$ cat src/rtl/rx_deserializer_pkg.sv
// Shared UART definitions: default frame width, oversampling ratio, receiver
// FSM encodings and a constant-evaluable clog2 helper.
package uart_defs;

    localparam int DEF_DATA_BITS = 8;
    localparam int SAMPLE_RATIO  = 16;

    typedef enum logic [0:0] {
        IDLE  = 1'b0,
        SHIFT = 1'b1
    } rx_state_e;

    function automatic int clog2(input int value);
        int result;
        result = 0;
        while ((1 << result) < value) begin
            result = result + 1;
        end
        return result;
    endfunction

endpackage

$ cat src/rtl/rx_deserializer_fifo.sv
// Byte FIFO with extra-MSB pointers; full when MSBs differ and indices match.
module byte_fifo
    import uart_defs::*;
#(
    parameter int WIDTH = 8,
    parameter int DEPTH = 4
) (
    input  logic                    sample_clk,
    input  logic                    rst_n,
    input  logic                    push,
    input  logic [WIDTH-1:0]        push_data,
    input  logic                    pop,
    output logic [WIDTH-1:0]        head_data,
    output logic                    empty,
    output logic                    full,
    output logic [clog2(DEPTH):0]   level
);

    localparam int AW = clog2(DEPTH);

    logic [WIDTH-1:0] mem_r [DEPTH];
    logic [AW:0]      wr_ptr_r;
    logic [AW:0]      rd_ptr_r;
    logic             do_push_s;
    logic             do_pop_s;

    assign empty     = (wr_ptr_r == rd_ptr_r);
    assign full      = (wr_ptr_r[AW] != rd_ptr_r[AW]) &&
                       (wr_ptr_r[AW-1:0] == rd_ptr_r[AW-1:0]);
    assign level     = wr_ptr_r - rd_ptr_r;
    assign head_data = mem_r[rd_ptr_r[AW-1:0]];

    // A push into a full FIFO is only accepted when a pop frees the slot.
    assign do_pop_s  = pop && !empty;
    assign do_push_s = push && (!full || do_pop_s);

    // Storage and pointer update.
    always_ff @(posedge sample_clk or negedge rst_n) begin
        if (!rst_n) begin
            wr_ptr_r <= '0;
            rd_ptr_r <= '0;
            for (int i = 0; i < DEPTH; i++) begin
                mem_r[i] <= '0;
            end
        end else begin
            if (do_push_s) begin
                mem_r[wr_ptr_r[AW-1:0]] <= push_data;
                wr_ptr_r                <= wr_ptr_r + {{AW{1'b0}}, 1'b1};
            end
            if (do_pop_s) begin
                rd_ptr_r <= rd_ptr_r + {{AW{1'b0}}, 1'b1};
            end
        end
    end

endmodule

$ cat src/rtl/rx_deserializer.sv
// UART receive deserializer: assembles sampled bits LSB-first, queues bytes,
// flags overruns and discards partial frames whose sample pulses stop.
module rx_deserializer
    import uart_defs::*;
#(
    parameter int DATA_BITS   = DEF_DATA_BITS,
    parameter int FIFO_DEPTH  = 4,
    parameter int GAP_TIMEOUT = 48
) (
    input  logic                         sample_clk,
    input  logic                         rst_n,
    input  logic                         din,
    input  logic                         sample_sig,
    output logic [DATA_BITS-1:0]         data_out,
    output logic                         data_valid,
    input  logic                         data_ready,
    output logic [clog2(FIFO_DEPTH):0]   fifo_level,
    output logic                         overrun,
    input  logic                         clr_err,
    output logic                         frame_drop,
    output logic                         rx_busy
);

    localparam int BCW = clog2(DATA_BITS + 1);
    localparam int GCW = clog2(GAP_TIMEOUT + 1);

    rx_state_e            state_r;
    logic [BCW-1:0]       bit_cnt_r;
    logic [GCW-1:0]       gap_cnt_r;
    logic [DATA_BITS-1:0] shreg_r;
    logic                 frame_drop_r;
    logic                 rx_busy_r;
    logic                 overrun_r;

    logic [DATA_BITS-1:0] next_shreg_s;
    logic                 complete_s;
    logic                 pop_s;
    logic                 empty_s;
    logic                 full_s;
    logic [DATA_BITS-1:0] head_s;

    generate
        if (DATA_BITS == 1) begin : g_single
            assign next_shreg_s = din;
        end else begin : g_multi
            assign next_shreg_s = {din, shreg_r[DATA_BITS-1:1]};
        end
    endgenerate

    // Byte completion: the sample pulse that brings the bit count to DATA_BITS.
    always_comb begin
        complete_s = 1'b0;
        if (sample_sig) begin
            case (state_r)
                IDLE:    complete_s = (DATA_BITS == 1);
                SHIFT:   complete_s = (bit_cnt_r == BCW'(DATA_BITS - 1));
                default: complete_s = 1'b0;
            endcase
        end else begin
            complete_s = 1'b0;
        end
    end

    // Receive FSM with shift register, bit/gap counters and registered flags.
    always_ff @(posedge sample_clk or negedge rst_n) begin
        if (!rst_n) begin
            state_r      <= IDLE;
            bit_cnt_r    <= '0;
            gap_cnt_r    <= '0;
            shreg_r      <= '0;
            frame_drop_r <= 1'b0;
            rx_busy_r    <= 1'b0;
        end else begin
            frame_drop_r <= 1'b0;
            case (state_r)
                IDLE: begin
                    if (sample_sig) begin
                        shreg_r   <= next_shreg_s;
                        gap_cnt_r <= '0;
                        if (complete_s) begin
                            bit_cnt_r <= '0;
                        end else begin
                            bit_cnt_r <= BCW'(1);
                            state_r   <= SHIFT;
                            rx_busy_r <= 1'b1;
                        end
                    end
                end
                SHIFT: begin
                    if (sample_sig) begin
                        shreg_r   <= next_shreg_s;
                        gap_cnt_r <= '0;
                        if (complete_s) begin
                            bit_cnt_r <= '0;
                            state_r   <= IDLE;
                            rx_busy_r <= 1'b0;
                        end else begin
                            bit_cnt_r <= bit_cnt_r + BCW'(1);
                        end
                    end else if (gap_cnt_r == GCW'(GAP_TIMEOUT - 1)) begin
                        bit_cnt_r    <= '0;
                        gap_cnt_r    <= '0;
                        state_r      <= IDLE;
                        rx_busy_r    <= 1'b0;
                        frame_drop_r <= 1'b1;
                    end else begin
                        gap_cnt_r <= gap_cnt_r + GCW'(1);
                    end
                end
                default: begin
                    state_r   <= IDLE;
                    bit_cnt_r <= '0;
                    gap_cnt_r <= '0;
                    rx_busy_r <= 1'b0;
                end
            endcase
        end
    end

    assign pop_s = !empty_s && data_ready;

    // Sticky overrun: a dropped byte outranks a simultaneous clear.
    always_ff @(posedge sample_clk or negedge rst_n) begin
        if (!rst_n) begin
            overrun_r <= 1'b0;
        end else if (complete_s && full_s && !pop_s) begin
            overrun_r <= 1'b1;
        end else if (clr_err) begin
            overrun_r <= 1'b0;
        end
    end

    byte_fifo #(
        .WIDTH (DATA_BITS),
        .DEPTH (FIFO_DEPTH)
    ) u_fifo (
        .sample_clk (sample_clk),
        .rst_n      (rst_n),
        .push       (complete_s),
        .push_data  (next_shreg_s),
        .pop        (pop_s),
        .head_data  (head_s),
        .empty      (empty_s),
        .full       (full_s),
        .level      (fifo_level)
    );

    assign data_valid = !empty_s;
    assign data_out   = empty_s ? '0 : head_s;
    assign overrun    = overrun_r;
    assign frame_drop = frame_drop_r;
    assign rx_busy    = rx_busy_r;

endmodule

$ cat config.mk
export PLATFORM = sky130hd
export DESIGN_NAME = rx_deserializer
export DESIGN_NICKNAME = d
export VERILOG_FILES = /design/src/rtl/rx_deserializer_pkg.sv /design/src/rtl/rx_deserializer_fifo.sv /design/src/rtl/rx_deserializer.sv
export SDC_FILE = /design/constraint.sdc
export NUM_CORES = 1
export LEC_CHECK = 0
export BUFFER_PORTS_ARGS = -buffer_cell sky130_fd_sc_hd__buf_2
export CAP_MARGIN = 5
export CORE_ASPECT_RATIO = 2
export CORE_MARGIN = 2
export CORE_UTILIZATION = 40
export CTS_BUF_LIST = sky130_fd_sc_hd__clkbuf_4 sky130_fd_sc_hd__clkbuf_8
export DETAILED_ROUTE_END_ITERATION = 10
export PLACE_DENSITY = 0.67
export SLEW_MARGIN = 40
export SYNTH_ARGS = -nofsm -noshare
export SYNTH_HDL_FRONTEND = slang
export SYNTH_SLANG_ARGS = --single-unit
$ cat constraint.sdc
create_clock -name sample_clk -period 3.4 [get_ports sample_clk]
set_input_delay 0.17 -clock sample_clk [delete_from_list [all_inputs] [get_ports sample_clk]]
set_output_delay 0.17 -clock sample_clk [all_outputs]
set_load 0.02 [all_outputs]
## Yosys cells after proc, flatten, opt, wreduce, memory -nomap -nowiden

Index checks and enable logic that the tools add are counted.

| operators by class | value |
|---|---|
| bitwise operators | 3 |
| mux-type cells | 36 |
| magnitude comparators | 3 |
| reduce and logical (&&, ||, !) cells | 14 |
| add/sub/neg operators | 5 |
| equal/unequal tests | 9 |

Operators with widths:

| cell | count |
|---|---|
| $mux W8 | 5 |
| $bwmux W32 | 1 |
| $mux W6 | 3 |
| $bmux W8 S2 | 1 |
| $demux W8 S2 | 1 |
| $mux W1 | 16 |
| $mux W4 | 4 |
| $pmux W6 S2 | 1 |
| $pmux W4 S2 | 1 |
| $logic_and A1 B1 Y1 | 7 |
| $add A3 B1 Y3 const B | 2 |
| $add A6 B1 Y6 const B | 1 |
| $eq A6 B6 Y1 const B | 1 |
| $ge A3 B3 Y1 const B | 2 |
| $ne A3 B2 Y1 const B | 2 |
| $not A2 Y3 | 2 |
| $pmux W1 S2 | 3 |
| $add A4 B1 Y4 const B | 1 |
| $eq A4 B3 Y1 const B | 1 |
| $ne A2 B2 Y1 const B | 2 |
| $reduce_and A4 Y1 | 1 |
| $eq A3 B3 Y1 | 1 |
| $logic_not A1 Y1 | 3 |
| $lt A3 B1 Y1 const B | 1 |
| other kinds (7) | 7 |

| storage, ports and cells | value |
|---|---|
| word-level logic and storage cells | 83 |
| flip-flop bits (word level) | 60 |

## Logic depth before layout (Yosys ltp)

Gate-level depths: netlist (run 1).

| logic depth | value |
|---|---|
| depth in word-level cells | 6 |
| mapped depth | 7 |

## Hierarchy

A second synthesis (run 1) with hierarchy kept.

| unflattened totals | value |
|---|---|
| cells, all modules | 219 |
| area total of the unflattened synthesis | 2872.8 µm² |

By module, submodules not included:

| module | area an instance (µm²) | sequential area each (µm²) | cells an instance | times used |
|---|---|---|---|---|
| byte_fifo | 1843.0 | 950.9 | 124 | 1 |
| rx_deserializer | 1029.7 | 525.5 | 95 | 1 |

## Worst setup path before layout (run 1)

No wires, ideal clock.

| path | value |
|---|---|
| path type | reg-to-reg |
| from | reg u_fifo.rd_ptr_r[1] |
| to | reg u_fifo.mem_r[7] in the netlist's numbering |
| clock period less this slack | 2327 ps |
| required time | 3275 ps |
| setup slack | 1073 ps |
| buffers on the path | 2 |
| cell stages (with the launch flop) | 8 |
| data arrival time | 2202 ps |
| path through | dfrtp_1 clkbuf_1 inv_1 ha_1 and3b_1 buf_4 a211oi_4 mux2_2 |

| on the way | value |
|---|---|
| word-level cells in the longest chain between the ends | 6 |

Ends and longest elaborated chain:

| item | RTL line | RTL |
|---|---|---|
| from (decl) | rx_deserializer_fifo.sv:23 | `logic [AW:0] rd_ptr_r;` |
| from (signal assigned) | rx_deserializer_fifo.sv:51 | `rd_ptr_r <= rd_ptr_r + {{AW{1'b0}}, 1'b1};` |
| $eq A3 B3 Y1 | rx_deserializer_fifo.sv:27 | `assign empty = (wr_ptr_r == rd_ptr_r);` |
| $logic_not A1 Y1 | rx_deserializer_fifo.sv:34, rx_deserializer.sv:120 |  |
| $logic_and A1 B1 Y1 | rx_deserializer.sv:120 | `assign pop_s = !empty_s && data_ready;` |
| $logic_and A1 B1 Y1 | rx_deserializer_fifo.sv:34 | `assign do_pop_s = pop && !empty;` |
| $logic_or A1 B1 Y1 * | rx_deserializer_fifo.sv:35 | `assign do_push_s = push && (!full \|\| do_pop_s);` |
| $logic_and A1 B1 Y1 * | rx_deserializer_fifo.sv:35 |  |
| to (signal, indexed assignment) | rx_deserializer_fifo.sv:47 | `mem_r[wr_ptr_r[AW-1:0]] <= push_data;` |
| to (decl) | rx_deserializer_fifo.sv:21 | `logic [WIDTH-1:0] mem_r [DEPTH];` |

Every way passes the cells marked *; elsewhere a longest branch is shown, timed or not.
A chain may end at the register's enable or synchronous reset.

## Worst setup path after layout (run 1)

| path | value |
|---|---|
| from | reg u_fifo.rd_ptr_r[1] |
| to | reg u_fifo.mem_r[6] in the netlist's numbering |

Same word-level chain as after synthesis.

==> qor.yml, run 1 <==
run_status:
  status: "finished, final reports clean"
placed_design:
  dpl.hpwl_mm: 3.94
  placed_area_mm2: 0.00310
  gp_congestion: 0.740
  port_buffers: 20
timing:
  rsz0062_at_grt: "no"
  timing.fmax_ghz: 0.386
  skew_ns: 0.00652
  maxSlewViolCount: 0
  period_minus_slack_ns: 2.59
  hold_violations: 0
  setup_viol: 0
  maxSlewHeadroom: 0.576
  fin_tns_setup_ns: 0
  holdWs_ns: 0.0597
  period_share: 0.763
  tightest_slew_ns: 0.634
final_layout:
  finalNetCount: 260
  fin_area_mm2: 0.00328
  area_growth_syn_to_layout_pct: 13.4
  layout_common_cells: "dfrtp_1 (59), mux2_2 (41), buf_2 (19)"
  post-route-util: 0.469
  drive_gt1_frac: 0.379
  filler_cell_count: 667
  diodes: 0
  final_common_cell: "dfrtp_1"
detailed_routing:
  drc: 0
  ant_nets: 0
  dr.first_iter.drc_count: 90
  wl_per_cell_um: 16.4
  via_per_inst: 5.25
  drt-total-wl_mm: 5.55
  vias: 1774
  first_pass_iters: 4
synthesis:
  syn_inst: 215
  yosysWarnings: 0
  yosysSeqAreaShare: 0.511
  syn-num-nets: 231
  syn-cell-area_mm2: 0.00289
  yosysUniqueCellTypes: 34
  synth.avg_cell_area_um2: 13.4
  ys_ff_latch: 59
die:
  die_area_mm2: 0.00796
  num_io_pins: 21
  die_x_um: 64.1
  die_y_um: 124
  initial_core_util: 0.413
  std_cell_rows: 43
  core_region_area_mm2: 0.00699
clock_network:
  clock_sink_count: 59
  htreeDepth: 3
  cts-root-buf: "clkbuf_8"
  clk_latency_ns: 0.33
  post_cts_buffers: 0
  path_clk_slew_ns: 0.06
  clock_path_buffers: 2
  cts_tree: "yes"
  cts_buffers: 9
critical_path:
  critPathLaunchType: "flop"
  crit_path_end_kind: "flop"
  setup.worst_path.start: "u_fifo.rd_ptr_r[1]"
  worstPathRequired_ns: 3.61
  critical_path_class: "flop to flop"
  reg2reg_from: "u_fifo.rd_ptr_r[1]"
  cp.arrival_ns: 2.81
  worstPathMaxFanout: 12
power_and_ir_drop:
  cellLeakagePower_nw: 1.53
  p_per_area_mw_per_mm2: 713
  ir_drop_mv: 0.273
global_route:
  grt_antenna_before_repair: 0
  grt_max_degree: 38
  grt_overflow: 0
  grt_use_total: 0.156
  grt_first_pass_wirelength_mm: 9.28
  grt_pass1_vias: 1926
min_path:
  min_from: "clr_err"
  holdCritPathClass: "primary input to flop"
run:
  maxCapViolations: 0
[cell usage after synthesis (all sizes together)]
library cell | instances | area (um2)
o2111ai | 1 | 8.76
nand4 | 1 | 6.26
nand2 | 11 | 41.3
o211ai | 2 | 15.0
fa | 1 | 20.0
o21ai | 7 | 35.0
and3b | 1 | 8.76
nand3 | 4 | 20.0
a211oi | 4 | 80.1
buf | 3 | 17.5
dfrtp | 59 | 1480
a21oi | 6 | 30.0
nor3 | 1 | 5.00
nand2b | 4 | 25.0
a211o | 1 | 10.0
o22ai | 3 | 18.8
inv | 13 | 48.8
nor2b | 10 | 62.6
mux4 | 8 | 180
o32ai | 1 | 8.76
o31a | 1 | 8.76
clkbuf | 3 | 11.3
o311ai | 1 | 8.76
or4 | 1 | 7.51
mux2 | 41 | 462
ha | 9 | 113
nor2 | 6 | 22.5
xor2 | 5 | 62.6
nand4b | 2 | 32.5
xnor2 | 4 | 35.0
o221ai | 1 | 8.76
[layer usage]
metal  GRT usage  share of wire  vias up
li1            -              -      817
met2       0.285           0.57       32
met1       0.155           0.38      918
met3      0.0398          0.028        7
met5           0              0        -
met4      0.0826          0.023        0
[timing repair]
action	in CTS	in global routing
gates resized for setup	0	0
endpoints found under the hold margin	36	0
hold buffers	1	0
[final timing paths]
check                                         to  slack (ns)  depth (start not counted)
worst max register to register   u_fifo.mem_r[6]        0.81                          5
worst max-delay path             u_fifo.mem_r[6]        0.81                          5
worst min register to register   u_fifo.mem_r[9]        0.50                          1
worst min-delay path                     overrun        0.06                          2
min in group asynchronous           bit_cnt_r[1]        0.34                          2
max in group asynchronous       u_fifo.mem_r[30]        2.36                          3
[cells by family (layout without fill, tap and decap cells)]
logic type	after synthesis	in the layout	synth area share
xor+xnor	9	9	0.0338
buf+inv	19	52	0.0268
fa+ha+maj	10	10	0.0459
flops	59	59	0.511
mux	49	49	0.222
simple gates	41	41	0.0801
compound gates	28	28	0.0805
[cell type report]
type	instances	area, um2	area share
Tap cell	90	113	0.0344
Timing Repair Buffer	24	135	0.0412
Multi-Input combinational cell	137	1340	0.408
Sequential cell	59	1480	0.451
Clock buffer	12	153	0.0466
Inverter	13	48.8	0.0149
Clock inverter	3	15.0	0.00458
[critical path, stage by stage, from the launching register on]
cell and delay, ns:
dfrtp_1 0.68, inv_1 0.09, ha_1 0.32, and3b_1 0.33
a211oi_4 0.64, mux2_2 0.40
[through the flow]
stage               power, mW  cells  setup WS [ns]
detailed placement       1.83    322          0.740
global route             2.49    338          0.648
finish                   2.34    338          0.806
global placement         1.81    322          0.765
CTS                      2.38    338          0.735
floorplan                1.59    215           1.07
[where the power goes]
part,internal (mW),leakage (nW),switching [mW]
logic,0.362,0.658,0.423
clock network,0.292,0.0928,0.248
registers,0.857,0.784,0.155
[sequential cells by signal, indices dropped and copies added, names as in the netlist]
register,count
bit_cnt_r,4
frame_drop,1
gap_cnt_r,6
overrun,1
rx_busy,1
shreg_r,7
state_r,1
u_fifo.mem_r,32
u_fifo.rd_ptr_r,3
u_fifo.wr_ptr_r,3
Power figures use the tool's default switching activity.
==> inputs of run 2 (changes only) <==
--- a/config.mk
+++ b/config.mk
@@ -5,6 +5,7 @@
 export SDC_FILE = /design/constraint.sdc
 export NUM_CORES = 1
 export LEC_CHECK = 0
+export ABC_AREA = 1
 export BUFFER_PORTS_ARGS = -buffer_cell sky130_fd_sc_hd__buf_2
 export CAP_MARGIN = 5
 export CORE_ASPECT_RATIO = 2
==> constraint.sdc (replaced) <==
create_clock -name sample_clk -period 2.44 [get_ports sample_clk]
set_input_delay 0.122 -clock sample_clk [delete_from_list [all_inputs] [get_ports sample_clk]]
set_output_delay 0.122 -clock sample_clk [all_outputs]
set_load 0.02 [all_outputs]
==> qor.yml, run 2 <==
critical_path:
  worstPathMaxFanout: 11  # -1
  worstPathRequired_ns: 2.32  # -1.29 ns
  crit_path_end_kind: "primary output"
  critPathLaunchType: "flop"
  critical_path_class: "flop to primary output"
  cp.arrival_ns: 1.98  # -0.83 ns
  rr_worst_depth: 6  # +1
detailed_routing:
  vias: 2533  # +43%
  drt-total-wl_mm: 7.19  # +30%
  via_per_inst: 5.20  # -0.90%
  first_pass_iters: 4  # unchanged
  dr.first_iter.drc_count: 213  # +140%
  drc: 0  # unchanged
  wl_per_cell_um: 14.8  # -10%
  ant_nets: 0  # unchanged
synthesis:
  synth_top_family_by_area: "simple AND/OR/NAND/NOR gates"
  synthMuxAreaShare: 0  # -0.222
  syn-cell-area_mm2: 0.00301  # +4.0%
  synth.avg_cell_area_um2: 8.12  # -40%
  synth_most_common_cell: "nand2_1"
  syn_inst: 370  # +72%
  syn-num-nets: 386  # +67%
  synth-xor-area-share: 0.0175  # -0.0163
  yosysWarnings: 0  # unchanged
  synth-compound-area-share: 0.0679  # -0.0127
  synth_commonest_cells: "nand2_1 (118), dfrtp_1 (59), nor2_1 (41), nand4_1 (34), o21ai_0 (26)"
  yosys-top-cells-area: "dfrtp_1 (49%), nand2_1 (15%), nand4_1 (7.1%)"
  ys_ff_latch: 59  # unchanged
  synth_fa_ha_area_frac: 0.0441  # -0.00176
  synthSimpleGateAreaFrac: 0.315  # +0.235
  yosysUniqueCellTypes: 26  # -24%
  ys.flop_type: "dfrtp_1"
  yosysSeqAreaShare: 0.491  # -0.0196
  synth_largest_area_cell: "dfrtp_1"
  synth_edf_count: 0  # unchanged
  synthDominantCellAreaShare: 0.491  # -0.0196
  ys_async_sr_fraction: 1.00  # unchanged
clock_network:
  path_clk_slew_ns: 0.07  # about the same
  clock_path_buffers: 2  # unchanged
  cts_resized: 0  # unchanged
  cts-root-buf: "clkbuf_8"
  post_cts_buffers: 0  # unchanged
  cts_tree: "yes"
  htreeDepth: 3  # unchanged
  clock_sink_count: 59  # unchanged
  clk_latency_ns: 0.34  # about the same
  cts_buffers: 9  # unchanged
  cts_hold_buf: 2  # +1
global_route:
  grt_max_degree: 60  # +58%
  grt_use_total: 0.191  # +0.0346
  grt_pass1_vias: 2480  # +29%
  grt_antenna_before_repair: 0  # unchanged
  grt_first_pass_wirelength_mm: 11.9  # +28%
  grt_overflow: 0  # unchanged
timing:
  maxSlewHeadroom: 0.590  # +0.0138
  maxSlewViolCount: 0  # unchanged
  fin_tns_setup_ns: 0  # unchanged
  rsz0062_at_grt: "no"
  tightest_slew_ns: 0.613  # -0.0207 ns
  period_share: 0.859
  setup_viol: 0  # unchanged
  timing.fmax_ghz: 0.477
  skew_ns: 0.00926  # +0.00274 ns
  hold_violations: 0  # unchanged
  period_minus_slack_ns: 2.10
placed_design:
  dpl.hpwl_mm: 5.32  # +35%
  gp_congestion: 0.809  # +9.4%
  port_buffers: 20  # unchanged
die:
  num_io_pins: 21  # unchanged
  die_y_um: 127  # +1.9%
  die_x_um: 65.3  # +1.8%
  initial_core_util: 0.414  # about the same
  std_cell_rows: 44  # +2.3%
  die_area_mm2: 0.00826  # +3.8%
  core_region_area_mm2: 0.00727  # +3.9%
final_layout:
  drive_gt1_frac: 0.139  # -0.240
  layout_common_cells: "nand2_1 (118), dfrtp_1 (59), nor2_1 (41)"
  diodes: 0  # unchanged
  reg.largest.list: "u_fifo.mem_r: 32 flops, shreg_r: 7 flops, gap_cnt_r: 6 flops"
  area_growth_syn_to_layout_pct: 12.9
  final_common_cell: "nand2_1"
  finalNetCount: 407  # +57%
  largest_register_ffs: 32  # unchanged
  top_register: "u_fifo.mem_r"
run_status:
  status: "finished, final reports clean"
power_and_ir_drop:
  p_per_area_mw_per_mm2: 994  # +39%
  ir_drop_mv: 0.449  # +64%
  cellLeakagePower_nw: 1.76  # +15%
  power_mw: 3.38  # +44%
run:
  maxCapViolations: 0  # unchanged
min_path:
  hold-path-cell-count: 3  # +1
  holdCritPathClass: "primary input to flop"
run 2: cell count changes after synthesis, moves of 8 or more:
cell / previous run / this run
nand2_1: 11 / 118
o21ai_0: 7 / 26
mux2_2: 41 / 0
nor2b_1: 10 / 0
mux4_2: 8 / 0
nor2_1: 6 / 41
nand4_1: 1 / 34
run 2: cells by family after synthesis:
logic type | Yosys count
adder cells (fa/ha/maj) | 10
AND/OR/NAND/NOR | 215
buffers and inverters | 41
XOR/XNOR | 6
flip-flops | 59
AO/OA/AOI/OAI | 39
run 2: critical path, stage by stage (launching register included):
cell	delay, ns
dfrtp_1	0.39
inv_1	0.11
ha_1	0.30
nand2_1	0.07
nor2_1	0.48
a21oi_1	0.10
buf_2	0.19
run 2: worst paths after layout:
check / from / endpoint / slack, ns
min in group asynchronous: rst_n / u_fifo.rd_ptr_r[2] / 0.37
max reg2reg: bit_cnt_r[0] / u_fifo.mem_r[24] / 0.49
min reg2reg: u_fifo.mem_r[3] / u_fifo.mem_r[3] / 0.47
max in group asynchronous: rst_n / u_fifo.mem_r[24] / 1.66
max: u_fifo.wr_ptr_r[0] / data_out[5] / 0.34
min: din / u_fifo.mem_r[7] / 0.12
run 2: where the power goes:
group / switching, mW / leakage, nW / internal [mW]
Clock: 0.367 / 0.106 / 0.543
Combinational: 0.870 / 0.857 / 0.405
Sequential: 0.108 / 0.797 / 1.08
Total: 1.34 / 1.76 / 2.03
run 2: layout make-up:
cell class	instances	area, um2
clock buffers	13	166
clock inverters	2	35.0
fillers	757	3870
inverters	22	82.6
multi-input cells	270	1340
flip-flops and latches	59	1480
well taps	92	115
repair buffers	29	176
run 2: per-layer routing:
metal,share of wire,track usage
met4,0.053,0.123
met1,0.38,0.204
met5,0,0
met3,0.033,0.0381
met2,0.53,0.331
run 2: per-stage QoR:
stage / area [um2] / worst slack (ns) / util / instances / hold slack (ns)
after floorplan: 3010 / 0.589 / - / 370 / -0.174
after global placement: 3170 / 0.581 / 0.436 / 470 / 0.314
after detailed placement: 3170 / 0.508 / 0.436 / 470 / 0.327
after CTS: 3390 / 0.351 / 0.467 / 487 / 0.0988
after global routing: 3390 / 0.176 / 0.467 / 487 / 0.0965
final: 3390 / 0.343 / 0.467 / 487 / 0.115
